--- src/rtl/fb_port_arbiter.sv ---
// fb_port_arbiter: shares the single framebuffer memory port between the
// scanout read requester (priority, starvation bounded) and a linear fill
// engine that writes one constant byte over a contiguous address range.
module fb_port_arbiter #(
    parameter int unsigned ADDR_W       = 19,
    parameter int unsigned DATA_W       = 8,
    parameter int unsigned READ_LATENCY = 1,
    parameter int unsigned MAX_STARVE   = 4
) (
    input  logic              clk_clk,
    input  logic              reset_reset_n,

    input  logic              scan_req,
    input  logic [ADDR_W-1:0] scan_addr,
    output logic              scan_gnt,
    output logic              scan_rvalid,
    output logic [DATA_W-1:0] scan_rdata,

    input  logic              fill_start,
    input  logic [ADDR_W-1:0] fill_base,
    input  logic [ADDR_W-1:0] fill_len,
    input  logic [DATA_W-1:0] fill_value,
    output logic              fill_busy,
    output logic              fill_done,

    output logic [ADDR_W-1:0] mem_address,
    output logic              mem_chipselect,
    output logic              mem_clken,
    output logic              mem_write,
    output logic [DATA_W-1:0] mem_writedata,
    input  logic [DATA_W-1:0] mem_readdata
);

    localparam logic [3:0] LP_MAX_STARVE = 4'(MAX_STARVE);

    typedef enum logic [0:0] {StIdle, StRun} fill_state_e;

    fill_state_e             r_state;
    logic [ADDR_W-1:0]       r_fill_addr;
    logic [ADDR_W-1:0]       r_fill_rem;
    logic [DATA_W-1:0]       r_fill_value;
    logic                    r_fill_done;
    logic [3:0]              r_starve;
    logic                    r_mem_cs;
    logic                    r_mem_write;
    logic [ADDR_W-1:0]       r_mem_address;
    logic [DATA_W-1:0]       r_mem_writedata;
    logic [READ_LATENCY-1:0] r_rd_pipe;

    logic w_fill_pending;
    logic w_scan_gnt;
    logic w_fill_gnt;
    logic w_rd_issue;

    // A fill write is pending for every cycle the engine is running.
    assign w_fill_pending = (r_state == StRun);
    // Scan has priority until it has been granted MAX_STARVE times in a row over a pending fill.
    assign w_scan_gnt     = scan_req && (r_starve < LP_MAX_STARVE);
    assign w_fill_gnt     = w_fill_pending && !w_scan_gnt;
    // A read strobe is on the bus this cycle.
    assign w_rd_issue     = r_mem_cs && !r_mem_write;

    assign scan_gnt       = w_scan_gnt;
    assign scan_rvalid    = r_rd_pipe[READ_LATENCY-1];
    assign scan_rdata     = mem_readdata;
    assign fill_busy      = w_fill_pending;
    assign fill_done      = r_fill_done;
    assign mem_address    = r_mem_address;
    assign mem_chipselect = r_mem_cs;
    assign mem_clken      = 1'b1;
    assign mem_write      = r_mem_write;
    assign mem_writedata  = r_mem_writedata;

    // Fill sequencer: latches the command, walks the address range, pulses done.
    always_ff @(posedge clk_clk or negedge reset_reset_n) begin
        if (!reset_reset_n) begin
            r_state      <= StIdle;
            r_fill_addr  <= '0;
            r_fill_rem   <= '0;
            r_fill_value <= '0;
            r_fill_done  <= 1'b0;
        end else begin
            r_fill_done <= 1'b0;
            case (r_state)
                StIdle: begin
                    if (fill_start) begin
                        if (fill_len != '0) begin
                            r_fill_addr  <= fill_base;
                            r_fill_rem   <= fill_len;
                            r_fill_value <= fill_value;
                            r_state      <= StRun;
                        end else begin
                            // Zero-length fill completes immediately without touching the bus.
                            r_fill_done <= 1'b1;
                        end
                    end
                end
                StRun: begin
                    // fill_start is ignored here; the running command is kept.
                    if (w_fill_gnt) begin
                        r_fill_addr <= r_fill_addr + 1'b1;
                        r_fill_rem  <= r_fill_rem - 1'b1;
                        if (r_fill_rem == ADDR_W'(1)) begin
                            // Done lands in the same cycle as the last write on the bus.
                            r_state     <= StIdle;
                            r_fill_done <= 1'b1;
                        end
                    end
                end
                default: r_state <= StIdle;
            endcase
        end
    end

    // Starve counter: counts scan grants taken over a pending fill, saturating.
    always_ff @(posedge clk_clk or negedge reset_reset_n) begin
        if (!reset_reset_n) begin
            r_starve <= '0;
        end else if (!w_fill_pending || w_fill_gnt) begin
            r_starve <= '0;
        end else if (w_scan_gnt && (r_starve < LP_MAX_STARVE)) begin
            r_starve <= r_starve + 1'b1;
        end
    end

    // Registered bus strobes; address and data hold their last values on idle cycles.
    always_ff @(posedge clk_clk or negedge reset_reset_n) begin
        if (!reset_reset_n) begin
            r_mem_cs        <= 1'b0;
            r_mem_write     <= 1'b0;
            r_mem_address   <= '0;
            r_mem_writedata <= '0;
        end else begin
            r_mem_cs    <= w_scan_gnt || w_fill_gnt;
            r_mem_write <= w_fill_gnt;
            if (w_scan_gnt) begin
                r_mem_address <= scan_addr;
            end else if (w_fill_gnt) begin
                r_mem_address   <= r_fill_addr;
                r_mem_writedata <= r_fill_value;
            end
        end
    end

    // Read-valid pipe: follows each read strobe by READ_LATENCY cycles.
    if (READ_LATENCY > 1) begin : g_rd_pipe_deep
        always_ff @(posedge clk_clk or negedge reset_reset_n) begin
            if (!reset_reset_n) begin
                r_rd_pipe <= '0;
            end else begin
                r_rd_pipe <= {r_rd_pipe[READ_LATENCY-2:0], w_rd_issue};
            end
        end
    end else begin : g_rd_pipe_single
        always_ff @(posedge clk_clk or negedge reset_reset_n) begin
            if (!reset_reset_n) begin
                r_rd_pipe <= '0;
            end else begin
                r_rd_pipe <= w_rd_issue;
            end
        end
    end

endmodule

--- config.mk ---
export PLATFORM = sky130hd
export DESIGN_NAME = fb_port_arbiter
export DESIGN_NICKNAME = d
export VERILOG_FILES = /design/src/rtl/fb_port_arbiter.sv
export SDC_FILE = /design/constraint.sdc
export NUM_CORES = 1
export LEC_CHECK = 0
export CORE_AREA = 2 2 108 110
export DETAILED_ROUTE_END_ITERATION = 10
export DIE_AREA = 0 0 110 112
export PLACE_DENSITY_LB_ADDON = 0.15
export REMOVE_ABC_BUFFERS = 1
export SLEW_MARGIN = 20
export SYNTH_ARGS = -nofsm -noshare
export SYNTH_HDL_FRONTEND = slang
export SYNTH_SLANG_ARGS = --single-unit
--- constraint.sdc ---
create_clock -name clk_clk -period 3.9 [get_ports clk_clk]
set_clock_uncertainty 0.15 [all_clocks]
set_input_delay 0.78 -clock clk_clk [delete_from_list [all_inputs] [get_ports clk_clk]]
set_output_delay 0.78 -clock clk_clk [all_outputs]
set_load 0.02 [all_outputs]
==> summary.txt <==
Status
  • Outcome: completed

Logic synthesis
  • Mapped Cells: 442
  • Register area share after synthesis: 0.474
  • Netlist cell types: 58
  • Synth Cell Area: 4330 um2
  • Post-synth top flop: dfrtp_1
  • Most area-hungry cell type in the Yosys netlist: dfrtp_1
  • Synth area leaders: dfrtp_1 (47%), mux2i_1 (7.6%), nand2_1 (6.9%), o221a_2 (5.7%), o21ai_0 (3.5%)
  • Async SR Flop Fraction: 1.00
  • Number of flops mapped to enable cells by yosys: 0
  • Yosys warns: 0
  • Top cell type's share of synthesized area: 0.474
  • Synth Register Bits: 82
  • Syn Area/Cell: 9.79 um2

GRT
  • GRT Total Usage: 0.198
  • Largest net degree at the start of global routing: 83
  • Number of global-route vias before repair: 3816
  • First-pass GRT wire length: 19.0 mm
  • Gr ovfl total: 0
  • Initial antenna violation count: 0

Placed design
  • Post-DP HPWL: 7.69 mm
  • Pre-CTS WS: 0.578 ns
  • Cell Area, Placed: 5430 um2
  • IO buf count: 101
  • GPL Wtd Cong: 0.832

Detailed routing
  • Post-Route WL: 11.7 mm
  • Vias per cell: 5.53
  • WL per Instance: 17.3 um
  • Via count: 3730
  • DRC violations left: 0
  • Drt pass-1 iters: 4
  • Routed Antenna Nets: 0
  • Iteration-0 DRC Markers: 223

Setup path
  • Worst path most repeated cell: clkdlybuf4s50_1
  • Critical path's largest stage delay: 0.60 ns
  • Crit Path Max Fanout: 2
  • Critical path endpoint category: primary output
  • Critical-path cell list: clkdlybuf4s50_1 -> or3b_2 -> clkinv_1 -> clkdlybuf4s50_1
  • Worst-path cell with the longest stage delay: clkdlybuf4s50_1
  • Critical path's top delay family: buffers and inverters
  • CP arrival: 2.40 ns
  • Kind of start point of the critical path: primary input
  • Worst Path Required: 2.97 ns
  • Bufs and invs on worst path: 3
  • WS Path Type: in2out

Power and ir drop
  • Clock network fraction of total power: 0.303
  • Switching Share: 0.331
  • Sw Pwr: 0.929 mW
  • Pwr Density: 490 nW/um2
  • Int Power: 1.88 mW
  • Leakage power: 2.56 nW
  • Maximum VDD drop: 0.213 mV
  • Total power: 2.81 mW
  • Logic pwr share: 0.263
  • Reg power frac: 0.434

Clock network
  • Cts hold-fix bufs: 0
  • Cts repair resizes: 0
  • # H-tree levels: 3
  • CTS tree: done
  • Root buf cell: clkbuf_16
  • Clk_lat worst skew: 0.34 ns
  • Clock Path Buffers: 2
  • Clock sinks: 82
  • TritonCTS Buffers: 9
  • Setup bufs post-CTS: 0
  • Worst-path clk slew: 0.07 ns

Floorplan
  • Starting density of the core: 0.387
  • Die ar.: 12300 um2
  • Ports: 119
  • Chip height: 112 um
  • Core area: 11200 um2
  • Number of cell rows: 39
  • Die width: 110 um

STA
  • Slew of the pin with the lowest slew margin: 0.780 ns
  • Pins Over Slew Limit: 0
  • Final Hold Fails: 0
  • Slew HR: 0.480
  • Period minus WS final: 3.33 ns
  • Final WS setup: 0.571 ns
  • Final setup fails: 0
  • RSZ-0062 raised after global routing: no
  • Final worst-path cycle share: 0.854
  • Achievable frequency: 300 MHz

Layout
  • Layout cell share with drive strength beyond 1: 0.128
  • Commonest cells after routing, fill and taps aside: clkdlybuf4s50_1 (100), dfrtp_1 (81), nand2_1 (80)
  • Most common cell after layout, fill and taps aside: clkdlybuf4s50_1
  • Area grow syn2layout: 32.5%
  • Design area: 5730 um2
  • Diode count: 0
  • Layout Nets: 608

Run
  • Max-cap violations: 0

Worst hold path
  • Worst hold path type: reg2reg
[cell families after synthesis]
family,after synthesis,share of synthesized area
AND/OR/NAND/NOR,168,0.193
AO/OA/AOI/OAI,96,0.169
flip-flops,82,0.474
buffers and inverters,48,0.0503
multiplexers,42,0.0998
adder cells (fa/ha/maj),4,0.0116
other,2,0.00174
[state kept, by name, indices dropped and copies added (netlist names)]
register,count
r_starve,4
scan_rvalid,1
r_fill_value,8
r_fill_rem,19
fill_busy,1
mem_chipselect,1
r_fill_addr,19
mem_write,1
mem_address,19
fill_done,1
mem_writedata,8
[Yosys cell counts, types with 4 or more instances]
library cell and instances:
a21oi_1 9, and3_1 4, buf_4 9, clkbuf_1 23, dfrtp_1 82, ha_1 4, inv_1 11, mux2_2 9
mux2i_1 33, nand2_1 80, nand3_1 16, nand4_1 8, nor2_1 20, nor3_1 11, nor4_1 8, o21ai_0 30
o221a_2 22
[power groups by stage]
stage	logic [mW]	clock network, mW	registers [mW]
CTS	0.743	0.879	1.22
floorplan	0.411	0	1.24
detailed placement	0.742	0	1.23
finish	0.737	0.851	1.22
global route	0.822	0.906	1.24
global placement	0.727	0	1.22
[metrics by stage]
| stage | utilization | hold slack, ns | std cells | TNS (ns) |
|---|---|---|---|---|
| after floorplan | - | 0.265 | 406 | -18.93 |
| after global routing | 0.513 | 0.304 | 675 | 0 |
| final | 0.513 | 0.286 | 675 | 0 |
| after CTS | 0.513 | 0.287 | 675 | 0 |
| after global placement | 0.486 | 0.266 | 659 | 0 |
| after detailed placement | 0.486 | 0.276 | 659 | 0 |
[cell type report]
class	count	area [um2]
multi-input cells	312	2070
clock inverters	5	42.5
flip-flops and latches	82	2050
repair buffers	110	1090
well taps	143	179
fillers	1050	5440
inverters	12	45.0
clock buffers	11	253
[per-layer routing]
metal  up-vias  global-route usage  share of wire
met5         -                   0              0
met4         0              0.0565          0.014
met3        16              0.0615          0.064
met2       130               0.303           0.47
met1      1804               0.269           0.45
li1       1780                   -              -
[worst register-to-register path, delay by kind of cell, from the launching register on]
kind            cells  cell delay, ns
flops               1            0.44
buf+inv             1            0.12
simple gates        3            1.09
compound gates      2            0.45
fa+ha+maj           1            0.18
[worst paths after layout]
path                            cells past startpoint              to  slack [ns]          start
worst min register to register                      1     scan_rvalid        0.29      mem_write
worst max register to register                      7  r_fill_rem[16]        1.40  r_fill_rem[0]
worst min-delay path                                1     scan_rvalid        0.29      mem_write
worst max-delay path                                4        scan_gnt        0.57       scan_req
min in group asynchronous                           1   r_fill_rem[6]        0.33  reset_reset_n
max in group asynchronous                           1       fill_busy        2.68  reset_reset_n
No activity file was read; power rests on OpenSTA's default activity.
